--- src/rtl/pe_driver.sv ---
// Feeds one dot-product job to a PE, streams column beats, and returns the captured result.
// Optional watchdog abort in WAIT is enabled by defining PE_DRIVER_TIMEOUT_EN.
module pe_driver #(
    parameter int N           = 8,
    parameter int DATA_WIDTH  = 16,
    parameter int ACCUM_WIDTH = 2*DATA_WIDTH,
    parameter int TIMEOUT     = 16
) (
    input  logic                               clk,
    input  logic                               rst,
    input  logic                               job_valid,
    output logic                               job_ready,
    input  logic signed [N*DATA_WIDTH-1:0]     job_row,
    input  logic signed [N*DATA_WIDTH-1:0]     job_col,
    output logic                               pe_load_row,
    output logic                               pe_start,
    output logic signed [N*DATA_WIDTH-1:0]     pe_row,
    output logic signed [DATA_WIDTH-1:0]       pe_col_entry,
    input  logic                               pe_done,
    input  logic                               pe_err,
    input  logic signed [ACCUM_WIDTH-1:0]      pe_total,
    output logic                               res_valid,
    input  logic                               res_ready,
    output logic signed [ACCUM_WIDTH-1:0]      res_total,
    output logic                               res_err,
    output logic                               res_timeout
);

    localparam int IW = (N > 1) ? $clog2(N) : 1;

    typedef enum logic [2:0] {S_IDLE, S_ISSUE, S_STREAM, S_WAIT, S_RESULT} state_t;

    state_t                         state_q, state_d;
    logic [IW-1:0]                  idx_q, idx_d;
    logic signed [DATA_WIDTH-1:0]   row_buf_q [N];
    logic signed [DATA_WIDTH-1:0]   col_buf_q [N];
    logic signed [ACCUM_WIDTH-1:0]  total_q, total_d;
    logic                           err_q, err_d;
    logic                           accept;

    assign accept = job_valid & job_ready;

`ifdef PE_DRIVER_TIMEOUT_EN
    localparam int WW = (TIMEOUT > 1) ? $clog2(TIMEOUT) : 1;
    logic [WW-1:0] wcnt_q, wcnt_d;
    logic          tmo_q, tmo_d;
`endif

    always_ff @(posedge clk or posedge rst) begin
        if (rst) begin
            state_q <= S_IDLE;
            idx_q   <= '0;
            total_q <= '0;
            err_q   <= 1'b0;
        end else begin
            state_q <= state_d;
            idx_q   <= idx_d;
            total_q <= total_d;
            err_q   <= err_d;
        end
    end

    always_ff @(posedge clk or posedge rst) begin
        if (rst) begin
            for (int unsigned k = 0; k < N; k++) begin
                row_buf_q[k] <= '0;
                col_buf_q[k] <= '0;
            end
        end else if (accept) begin
            for (int unsigned k = 0; k < N; k++) begin
                row_buf_q[k] <= job_row[k*DATA_WIDTH +: DATA_WIDTH];
                col_buf_q[k] <= job_col[k*DATA_WIDTH +: DATA_WIDTH];
            end
        end
    end

`ifdef PE_DRIVER_TIMEOUT_EN
    always_ff @(posedge clk or posedge rst) begin
        if (rst) begin
            wcnt_q <= '0;
            tmo_q  <= 1'b0;
        end else begin
            wcnt_q <= wcnt_d;
            tmo_q  <= tmo_d;
        end
    end

    assign res_timeout = tmo_q;
`else
    assign res_timeout = 1'b0;
`endif

    always_comb begin
        for (int unsigned k = 0; k < N; k++) begin
            pe_row[k*DATA_WIDTH +: DATA_WIDTH] = row_buf_q[k];
        end
    end

    assign res_total = total_q;
    assign res_err   = err_q;

    always_comb begin
        state_d      = state_q;
        idx_d        = idx_q;
        total_d      = total_q;
        err_d        = err_q;
        job_ready    = 1'b0;
        pe_load_row  = 1'b0;
        pe_start     = 1'b0;
        pe_col_entry = '0;
        res_valid    = 1'b0;
`ifdef PE_DRIVER_TIMEOUT_EN
        wcnt_d       = wcnt_q;
        tmo_d        = tmo_q;
`endif
        case (state_q)
            S_IDLE: begin
                job_ready = 1'b1;
                if (job_valid) begin
                    idx_d   = '0;
                    state_d = S_ISSUE;
                end
            end
            S_ISSUE: begin
                pe_load_row  = 1'b1;
                pe_start     = 1'b1;
                pe_col_entry = col_buf_q[0];
                idx_d        = '0;
                state_d      = S_STREAM;
            end
            S_STREAM: begin
                pe_col_entry = col_buf_q[idx_q];
                if (idx_q == IW'(N-1)) begin
                    state_d = S_WAIT;
`ifdef PE_DRIVER_TIMEOUT_EN
                    wcnt_d  = '0;
`endif
                end else begin
                    idx_d = idx_q + 1'b1;
                end
            end
            S_WAIT: begin
                // Last beat stays on the bus for the PE's registered final add.
                pe_col_entry = col_buf_q[N-1];
                if (pe_done) begin
                    total_d = pe_total;
                    err_d   = pe_err;
`ifdef PE_DRIVER_TIMEOUT_EN
                    tmo_d   = 1'b0;
`endif
                    state_d = S_RESULT;
                end
`ifdef PE_DRIVER_TIMEOUT_EN
                else if (wcnt_q == WW'(TIMEOUT-1)) begin
                    total_d = '0;
                    err_d   = 1'b0;
                    tmo_d   = 1'b1;
                    state_d = S_RESULT;
                end else begin
                    wcnt_d = wcnt_q + 1'b1;
                end
`endif
            end
            S_RESULT: begin
                res_valid = 1'b1;
                if (res_ready) state_d = S_IDLE;
            end
            default: state_d = S_IDLE;
        endcase
    end

endmodule
--- config.mk ---
export PLATFORM = sky130hd
export DESIGN_NAME = pe_driver
export DESIGN_NICKNAME = d
export VERILOG_FILES = /design/src/rtl/pe_driver.sv
export SDC_FILE = /design/constraint.sdc
export NUM_CORES = 1
export LEC_CHECK = 0
export BUFFER_PORTS_ARGS = -buffer_cell sky130_fd_sc_hd__buf_2
export CAP_MARGIN = 15
export CORE_AREA = 5 5 183 185
export CTS_BUF_LIST = sky130_fd_sc_hd__clkbuf_8
export DETAILED_ROUTE_END_ITERATION = 16
export DIE_AREA = 0 0 188 190
export PLACE_DENSITY = 0.82
export SLEW_MARGIN = 25
export SYNTH_ARGS = -nofsm -noshare
export SYNTH_HDL_FRONTEND = slang
export SYNTH_SLANG_ARGS = --single-unit
export TNS_END_PERCENT = 10
--- constraint.sdc ---
create_clock -name clk -period 11.4 [get_ports clk]
set_input_delay 0 -clock clk [delete_from_list [all_inputs] [get_ports clk]]
set_output_delay 0 -clock clk [all_outputs]
set_load 0.01 [all_outputs]
==> flow_summary.ini, run 1 <==
[global_routing]
grt_pass1_vias = 11514
grt-ovfl-total = 0
grt_pass1_wl_microns = 67300
grt_max_degree = 144
grtUsageTotal_pct = 23.8
grt_antenna_before_repair = 7

[logic_synthesis]
synth_top_family_by_area = multiplexers
synth_area_sq_um = 13500
synth-seq-cells = 295
synthAdderAreaFrac_pct = 0.185
syn_inst = 786
postSynthAreaPerCell_sq_um = 17.2
seq_area_frac_synth_pct = 54.6
synth_compound_area_share_pct = 2.15
yosys_warnings = 0
synthSimpleGateAreaFrac_pct = 1.30
synth_fp_nets = 1082
synth_xor_area_share_pct = 0
synthMuxAreaShare_pct = 36.6
yosysUniqueCellTypes = 34

[placement]
globalplace.congestion = 0.838
dp_hpwl_microns = 26100
port_buffers = 474
place_area_sq_um = 15800
place_inst = 1621
dp_slack_ps = 7340

[route]
firstDrtPassIters = 5
ant_nets = 0
drt_wl_total_microns = 43800
via_per_inst = 4.99
drc = 0
drtIter0Drc = 450
vias = 10041
avgRoutedWirePerCell_microns = 21.8

[power_and_ir_drop]
switching_share_pct = 34.3
p_leak_nw = 9.61
p_seq_share_pct = 37.1
power_density_nw_per_um2 = 268
peakVddDrop_uv = 204
clkPwrFrac_pct = 18.2
p_sw_mw = 1.82
power_frac_comb_pct = 44.7
power.internal_mw = 3.49

[sta]
period_needed_ps = 3770
fmax_mhz = 265
tightest_slew_ps = 1120
relSlewSlack_pct = 25.4
finalSetupTns_ps = 0
whs_ps = 95.6
rsz0062_at_grt = no
slew_viol_final = 0
hold_viol = 0
finalClockSkew_ps = 20.7
setup_viol = 0
finalWorstSetupSlack_ps = 7630
finalCritPeriodShare_pct = 33.1

[layout]
fillers = 2228
final_area_sq_um = 19800
multi_input_area_sq_um = 5430
layout-drive-gt1-share_pct = 55.9
nets = 1855
regArea_sq_um = 7380
area_growth_pct = 46.6
final_cells = 2013

[clock_tree]
cts_inserted_buffers = 50
clk_path_buf_depth = 3
clk_pin_slew_ps = 60
cts.sinks = 295
cts-htree-levels = 2
cts_tree = built
cts_root_buf = clkbuf_8
clk_latency_ps = 580
cts_resized = 0

[worst_setup_path]
crit_path_end_kind = register
crit_path_start_kind = register
path_class = register to register
cp_data_required_time_ps = 11850
cpMaxStageDelayCell = buf_12
path_buf_inv = 2
worst_path_largest_cell_delay_ps = 810
cp_max_fo = 143
crit_path_cell_trace = nor3_2, and2_4, buf_12, buf_6, mux2_2
cp.arrival_ps = 4220
cp_top_family = buffers and inverters

[die]
core-area_sq_um = 31900
initial_core_util_pct = 42.4
io_pins = 476
die_h_microns = 190
rows = 66
die_w_microns = 188
die-area_sq_um = 35700

[flow_run]
maxCapViolations = 0

[min_path]
hold_path.class = primary input to async pin

[run_status]
outcome = completed
cell usage after synthesis:
| master | count | area share (%) |
|---|---|---|
| a21oi_1 | 1 | 0.037 |
| a22o_1 | 4 | 0.26 |
| and2_4 | 1 | 0.065 |
| and3_1 | 1 | 0.046 |
| buf_12 | 22 | 3.3 |
| buf_2 | 10 | 0.37 |
| buf_4 | 7 | 0.39 |
| buf_6 | 7 | 0.58 |
| buf_8 | 2 | 0.22 |
| clkbuf_1 | 6 | 0.17 |
| conb_1 | 1 | 0.028 |
| dfrtp_1 | 295 | 55 |
| ha_1 | 2 | 0.19 |
| inv_1 | 5 | 0.14 |
| mux2_2 | 103 | 8.6 |
| mux2_4 | 211 | 23 |
| mux2i_1 | 25 | 1.9 |
| mux4_2 | 16 | 2.7 |
| nand2_1 | 3 | 0.083 |
| nand2b_1 | 2 | 0.093 |
| nand4b_1 | 1 | 0.065 |
| nor2_1 | 22 | 0.61 |
| nor2b_1 | 1 | 0.046 |
| nor3_1 | 1 | 0.037 |
| nor3_2 | 1 | 0.074 |
| o21ai_0 | 2 | 0.074 |
| o21bai_1 | 1 | 0.056 |
| o22a_1 | 1 | 0.065 |
| o22ai_1 | 12 | 0.56 |
| o2bb2ai_1 | 1 | 0.065 |
| o32ai_1 | 16 | 1.0 |
| or3_1 | 1 | 0.046 |
| or3b_1 | 1 | 0.065 |
| or3b_2 | 1 | 0.065 |
power groups by stage:
| stage | sequential, mW | combinational, mW | clock [mW] |
|---|---|---|---|
| floorplan | 1.98 | 1.57 | 0 |
| global placement | 1.91 | 2.19 | 0 |
| detailed placement | 1.94 | 2.24 | 0 |
| CTS | 1.93 | 2.33 | 0.980 |
| global route | 2.03 | 2.52 | 1.04 |
| finish | 1.97 | 2.38 | 0.967 |
sequential cells by signal, summed over array words and instances, names as in the netlist:
name,count
col_buf_q,128
idx_q,3
pe_row,128
res_err,1
res_total,32
state_q,3
stage by stage:
| step | power, mW | util [%] |
|---|---|---|
| 3_3_place_gp | 4.10 | 49.5 |
| 4_1_cts | 5.25 | 62.0 |
| 6_report | 5.32 | 62.1 |
| 2_1_floorplan | 3.55 | - |
| 5_1_grt | 5.59 | 62.1 |
| 3_5_place_dp | 4.18 | 49.5 |
cells in the final DEF, fill, tap and decap left out, types with 2 or more instances in the layout:
master,synthesis,final
a22o_1,4,4
buf_2,10,474
buf_4,7,3
buf_6,7,3
clkbuf_8,0,67
clkinv_2,0,6
clkinvlp_4,0,3
dfrtp_1,295,293
dfrtp_2,0,2
diode_2,0,7
dlygate4sd3_1,0,294
ha_1,2,2
inv_1,5,19
mux2_2,103,103
mux2_4,211,211
mux2i_1,25,25
mux4_2,16,16
nand2_1,3,3
nand2b_1,2,2
nor2_1,22,22
o21ai_0,2,2
o22ai_1,12,12
o32ai_1,16,16
cells by family after synthesis:
kind of cell	after synthesis
AOI/OAI and AO/OA	38
adders and majority gates	2
buffers and inverters	59
DFF	295
muxes	355
other	1
and+or+nand+nor	36
repair_timing:
item | in CTS | in global routing
setup buffers | 0 | 0
hold endpoints to repair | 435 | 0
hold buffers | 294 | 0
cell type report:
class | count | share of cell area (%)
multi-input cells | 432 | 27.4
inverters | 5 | 0.158
well taps | 408 | 2.58
clock buffers | 67 | 4.66
diodes | 7 | 0.0885
clock inverters | 24 | 0.550
flip-flops and latches | 295 | 37.3
repair buffers | 775 | 27.2
per-layer routing:
metal / global-route usage (%) / wire (microns)
met5: 0 / 13
met4: 9.23 / 1610
met3: 6.13 / 2920
met2: 42.0 / 22300
met1: 27.9 / 17000
worst min-delay path, delay by kind of cell:
kind	cells	cell delay, ps
buffers and inverters	3	1170
path summary, 6_finish.rpt:
| kind | slack [ps] | start | end | cells after the start |
|---|---|---|---|---|
| worst max-delay path | 7630 | state_q[1] | col_buf_q[114] | 5 |
| worst min-delay path | 100 | rst | pe_row[74] | 3 |
| worst max register to register | 7630 | state_q[1] | col_buf_q[114] | 5 |
| worst min register to register | 500 | res_total[5] | res_total[5] | 1 |
| max in group asynchronous | 10030 | rst | pe_row[56] | 4 |
| min in group clk | 190 | job_col[61] | col_buf_q[77] | 3 |
Power figures use the tool's default switching activity.
==> inputs of run 2 (changes only) <==
==> constraint.sdc (replaced) <==
create_clock -name clk -period 3.6 [get_ports clk]
set_input_delay 0 -clock clk [delete_from_list [all_inputs] [get_ports clk]]
set_output_delay 0 -clock clk [all_outputs]
set_load 0.01 [all_outputs]
==> run 2 against run 1 <==
Routed wire length is 1.4% lower. Sequential power grew to 3.1 times the previous value. Cell count increased by 0.25%. Final area grew 0.63%. Total power rose to 3.2 times the previous value. Utilization rose by 0.39 points. Critical path depth shrank 1. Largest power group unchanged.
==> flow_summary.ini, run 2 (same netlist as run 1, synthesis figures left out) <==
[sta]
tightest_slew_ps = 807
period_needed_ps = 2740
hold_viol = 0
setup_viol = 0
relSlewSlack_pct = 46.2
finalCritPeriodShare_pct = 76.0
finalClockSkew_ps = 20.4
slew_viol_final = 0
rsz0062_at_grt = no
finalSetupTns_ps = 0
fmax_mhz = 366
whs_ps = 118

[layout]
area_growth_pct = 47.5
final_cells = 2018
layout_commonest_cell = buf_2
nets = 1863
layout-drive-gt1-share_pct = 55.9
final_util_pct = 62.5
final_area_sq_um = 19900
layout_common_cells = buf_2, dfrtp_1, dlygate4sd3_1, mux2_4, mux2_2

[clock_tree]
cts_tree = built
clk_pin_slew_ps = 60
cts.sinks = 295
cts_inserted_buffers = 49
cts_root_buf = clkbuf_8
cts-htree-levels = 2
cts_resized = 0
clk_latency_ps = 570
clk_path_buf_depth = 3

[route]
drtIter0Drc = 368
via_per_inst = 4.98
vias = 10056
firstDrtPassIters = 4
drt_wl_total_microns = 43200
ant_nets = 0
drc = 0
avgRoutedWirePerCell_microns = 21.4

[placement]
place_inst = 1630
place_area_sq_um = 16000
globalplace.congestion = 0.781
dp_hpwl_microns = 25700
port_buffers = 474

[min_path]
hold_path.class = primary input to async pin

[die]
die_w_microns = 188
die-area_sq_um = 35700
io_pins = 476
rows = 66
die_h_microns = 190
core-area_sq_um = 31900
initial_core_util_pct = 42.4

[power_and_ir_drop]
power.internal_mw = 11.1
clkPwrFrac_pct = 18.2
power_density_nw_per_um2 = 847
p_seq_share_pct = 36.6
switching_share_pct = 34.0
p_leak_nw = 9.69
p_sw_mw = 5.74
peakVddDrop_uv = 557
power_frac_comb_pct = 45.2

[run_status]
outcome = completed

[worst_setup_path]
cp_max_fo = 25
cp.arrival_ps = 2740
crit_path_end_kind = output port
crit_path_start_kind = register
path_class = register to output port
cp_data_required_time_ps = 3600

[global_routing]
grt_antenna_before_repair = 4
grt_pass1_vias = 11568
grt-ovfl-total = 0
grtUsageTotal_pct = 23.3
grt_pass1_wl_microns = 66000
grt_max_degree = 126

[flow_run]
maxCapViolations = 0
## run 2: changes by cell type in the layout (fill, tap and decap cells not counted), moves of 3 or more
cell and change:
buf_12 +8, buf_4 +4, buf_6 -3, bufinv_16 +3
clkbuf_8 -9, clkinv_2 +5, diode_2 -3
## run 2: layer usage
layer / global-route usage [%] / vias to the layer above / wire, microns
met4: 10.3 / 0 / 1880
met5: 0 / - / 0
met2: 41.5 / 459 / 22200
met1: 27.1 / 5055 / 16600
li1: - / 4409 / -
met3: 5.01 / 133 / 2510
## run 2: critical path, stage by stage, from the launching register on
cell,delay (ps)
dfrtp_1,360
buf_4,360
or3b_1,710
o32ai_1,530
buf_2,210
## run 2: power groups by stage
stage / registers [mW] / clock network [mW] / logic (mW)
finish: 6.18 / 3.07 / 7.62
global route: 6.37 / 3.29 / 8.04
CTS: 6.07 / 3.11 / 7.51
detailed placement: 6.09 / 0 / 7.19
global placement: 6.00 / 0 / 7.03
floorplan: 6.28 / 0 / 4.98
## run 2: cell type report
class                           instances  area (sq um)
Inverter                                5          22.5
Timing Repair Buffer                  784          5550
Antenna cell                            4          10.0
Fill cell                            2182         12000
Sequential cell                       295          7380
Clock buffer                           58           798
Multi-Input combinational cell        432          5430
Clock inverter                         32           218
Tap cell                              408           510
## run 2: per-stage QoR
stage               power (mW)  setup WS (ps)
global route              17.7            744
finish                    16.9            865
CTS                       16.7            823
detailed placement        13.3           1310
floorplan                 11.3           -317
global placement          13.0           1370
## run 2: worst paths after layout
kind | start | endpoint | slack, ps | cells after the start
max reg2reg | idx_q[1] | idx_q[1] | 1320 | 6
min in group clk | job_col[113] | col_buf_q[1] | 200 | 3
min reg2reg | col_buf_q[99] | col_buf_q[99] | 500 | 1
min | rst | col_buf_q[21] | 120 | 3
max | state_q[1] | pe_col_entry[5] | 860 | 4
max in group asynchronous | rst | pe_row[87] | 2380 | 4
## run 2: repair_timing
action | in CTS | in global routing
hold endpoints to repair | 316 | 0
hold buffers | 294 | 0
buffers inserted | 0 | 0
==> inputs of run 3 (changes only) <==
--- a/config.mk
+++ b/config.mk
@@ -5,13 +5,14 @@
 export SDC_FILE = /design/constraint.sdc
 export NUM_CORES = 1
 export LEC_CHECK = 0
+export ABC_AREA = 1
 export BUFFER_PORTS_ARGS = -buffer_cell sky130_fd_sc_hd__buf_2
 export CAP_MARGIN = 15
-export CORE_AREA = 5 5 183 185
+export CORE_AREA = 5 5 180 182
 export CTS_BUF_LIST = sky130_fd_sc_hd__clkbuf_8
 export DETAILED_ROUTE_END_ITERATION = 16
-export DIE_AREA = 0 0 188 190
-export PLACE_DENSITY = 0.82
+export DIE_AREA = 0 0 185 187
+export PLACE_DENSITY = 0.86
 export SLEW_MARGIN = 25
 export SYNTH_ARGS = -nofsm -noshare
 export SYNTH_HDL_FRONTEND = slang
==> constraint.sdc (replaced) <==
create_clock -name clk -period 2.2 [get_ports clk]
set_input_delay 0 -clock clk [delete_from_list [all_inputs] [get_ports clk]]
set_output_delay 0 -clock clk [all_outputs]
set_load 0.01 [all_outputs]
==> run 3 against run 2 <==
Sequential cell count did not move. Die area fell by 3.1%. Routed wire length rose by 37%. Register-to-register slack got worse by 1200 ps. Worst hold slack got worse by 24 ps. Largest power group unchanged. Highest routed layer is now met5. Critical path depth rose by 4. Setup slack got worse by 780 ps. Sequential share of layout area fell by 0.49 points.
==> flow_summary.ini, run 3 <==
[placement]
dp_slack_ps = 387
dp_hpwl_microns = 31500
port_buffers = 474
place_area_sq_um = 15700
globalplace.congestion = 0.887

[worst_setup_path]
cp_data_required_time_ps = 2200
path_class = register to output port
cp.arrival_ps = 2120
crit_path_end_kind = output port
cp_max_fo = 20
crit_path_start_kind = register

[logic_synthesis]
synthTopCellsByCount = nand2_1, dfrtp_1, nand3_1
synth_edf_count = 0
synth_area_sq_um = 13100
synth.largest_area_cell = dfrtp_1
synth-seq-cells = 295
post-synth-top-count-cell = nand2_1
synth_fp_nets = 1920
yosys_warnings = 0
yosys_most_used_dff = dfrtp_1
syn_inst = 1624
ys_top_cells_by_area = dfrtp_1, nand2_1, nand3_1
yosysUniqueCellTypes = 21
synth_top_area_share_pct = 56.5
postSynthAreaPerCell_sq_um = 8.04
seq_area_frac_synth_pct = 56.5
synthArstFlopShare_pct = 100

[sta]
setup_viol = 0
slew_viol_final = 0
fmax_mhz = 472
finalCritPeriodShare_pct = 96.3
relSlewSlack_pct = 51.5
rsz0062_at_grt = yes
finalClockSkew_ps = 13.4
finalSetupTns_ps = 0
hold_viol = 0
period_needed_ps = 2120
tightest_slew_ps = 728
finalWorstSetupSlack_ps = 82.4

[clock_tree]
clk_path_buf_depth = 3
cts_tree = built
cts-htree-levels = 2
cts_inserted_buffers = 50
clk_pin_slew_ps = 60
cts.sinks = 295
cts_root_buf = clkbuf_8
clk_latency_ps = 580

[min_path]
hold_path.class = primary input to register

[route]
drc = 0
vias = 15724
firstDrtPassIters = 7
drt_wl_total_microns = 59100
via_per_inst = 5.53
avgRoutedWirePerCell_microns = 20.8
drtIter0Drc = 1829
ant_nets = 0

[die]
die-area_sq_um = 34600
io_pins = 476
initial_core_util_pct = 42.9
die_w_microns = 185
core-area_sq_um = 30400
rows = 64
die_h_microns = 187

[power_and_ir_drop]
power_density_nw_per_um2 = 1340
p_leak_nw = 10.9
peakVddDrop_uv = 864

[global_routing]
grtUsageTotal_pct = 32.2
grt-ovfl-total = 0
grt_pass1_vias = 16297
grt_antenna_before_repair = 11
grt_max_degree = 144
grt_pass1_wl_microns = 88300

[layout]
layout-drive-gt1-share_pct = 24.5
layout_commonest_cell = nand2_1
fillers = 2117
final_area_sq_um = 20200
area_growth_pct = 54.6
final_util_pct = 66.4
layout_common_cells = nand2_1, buf_2, dlygate4sd3_1, dfrtp_1, nand3_1
regArea_sq_um = 7390
nets = 2696
multi_input_area_sq_um = 4630

[flow_run]
maxCapViolations = 0

[run_status]
outcome = completed
run 3: cell types whose count changed in the layout (fill, tap and decap cells not counted), moves of 11 or more:
cell	change
o32ai_1	-16
a21oi_1	+113
inv_1	+129
mux2_2	-103
nand2_1	+507
dlygate4sd3_1	+35
mux2_4	-211
nor2_1	+119
mux4_2	-16
nand3_1	+278
buf_4	+11
mux2i_1	-25
run 3: logic make-up (layout without fill, tap and decap cells):
family	after synthesis	after routing	synth area share, %
simple gates	936	936	29.8
flops	295	295	56.5
buf+inv	254	1067	8.10
compound gates	136	136	5.36
fa+ha+maj	2	2	0.192
other cells	1	11	0.0287
run 3: per-stage QoR:
stage	hold WS, ps	std cells	power [mW]
after floorplan	145	1624	15.7
after global placement	-37.3	2408	19.5
after detailed placement	-25.3	2408	19.9
after CTS	1.36	2826	25.6
after global routing	68.8	2842	28.5
final	93.5	2843	27.1
run 3: path summary, 6_finish.rpt:
path	start	to	slack, ps	cells after the start
worst max register to register	state_q[2]	col_buf_q[75]	90	7
worst max-delay path	idx_q[1]	pe_col_entry[14]	80	8
min in group asynchronous	rst	res_total[28]	540	4
worst min register to register	pe_row[6]	pe_row[6]	470	2
worst min-delay path	pe_done	res_total[16]	90	3
max in group asynchronous	rst	pe_row[111]	730	5
run 3: cell type report:
cell class                      instances  area share (%)
Timing Repair Buffer                  835            30.1
Clock buffer                           65            4.43
Antenna cell                           10           0.124
Inverter                              143            2.70
Sequential cell                       295            36.6
Clock inverter                         24           0.712
Multi-Input combinational cell       1075            22.9
Tap cell                              396            2.45
run 3: where the power goes:
group          switching [mW]  internal, mW  leakage [nW]
Sequential               1.41          7.96          3.49
Clock                    2.36          2.77         0.579
Combinational            8.30          4.29          6.86
run 3: timing repair:
item | in CTS | in global routing
endpoints found under the hold margin | 587 | 0
gates resized for setup | 0 | 12
buffers inserted | 0 | 3
setup endpoints to repair | 0 | 30
hold buffers | 329 | 0
run 3: critical path, stage by stage (launching register included):
cell,delay [ps]
dfrtp_2,450
buf_4,180
inv_1,70
buf_6,200
nand3_1,160
nand3_1,100
nand3_1,150
nand2_1,100
buf_2,140
run 3: layer usage:
metal / vias up / part of all wire [%] / global-route usage [%]
li1: 6672 / - / -
met1: 7288 / 33 / 36.1
met2: 1380 / 47 / 52.3
met3: 380 / 10 / 7.33
met4: 4 / 9.8 / 25.6
met5: - / 0.036 / 0
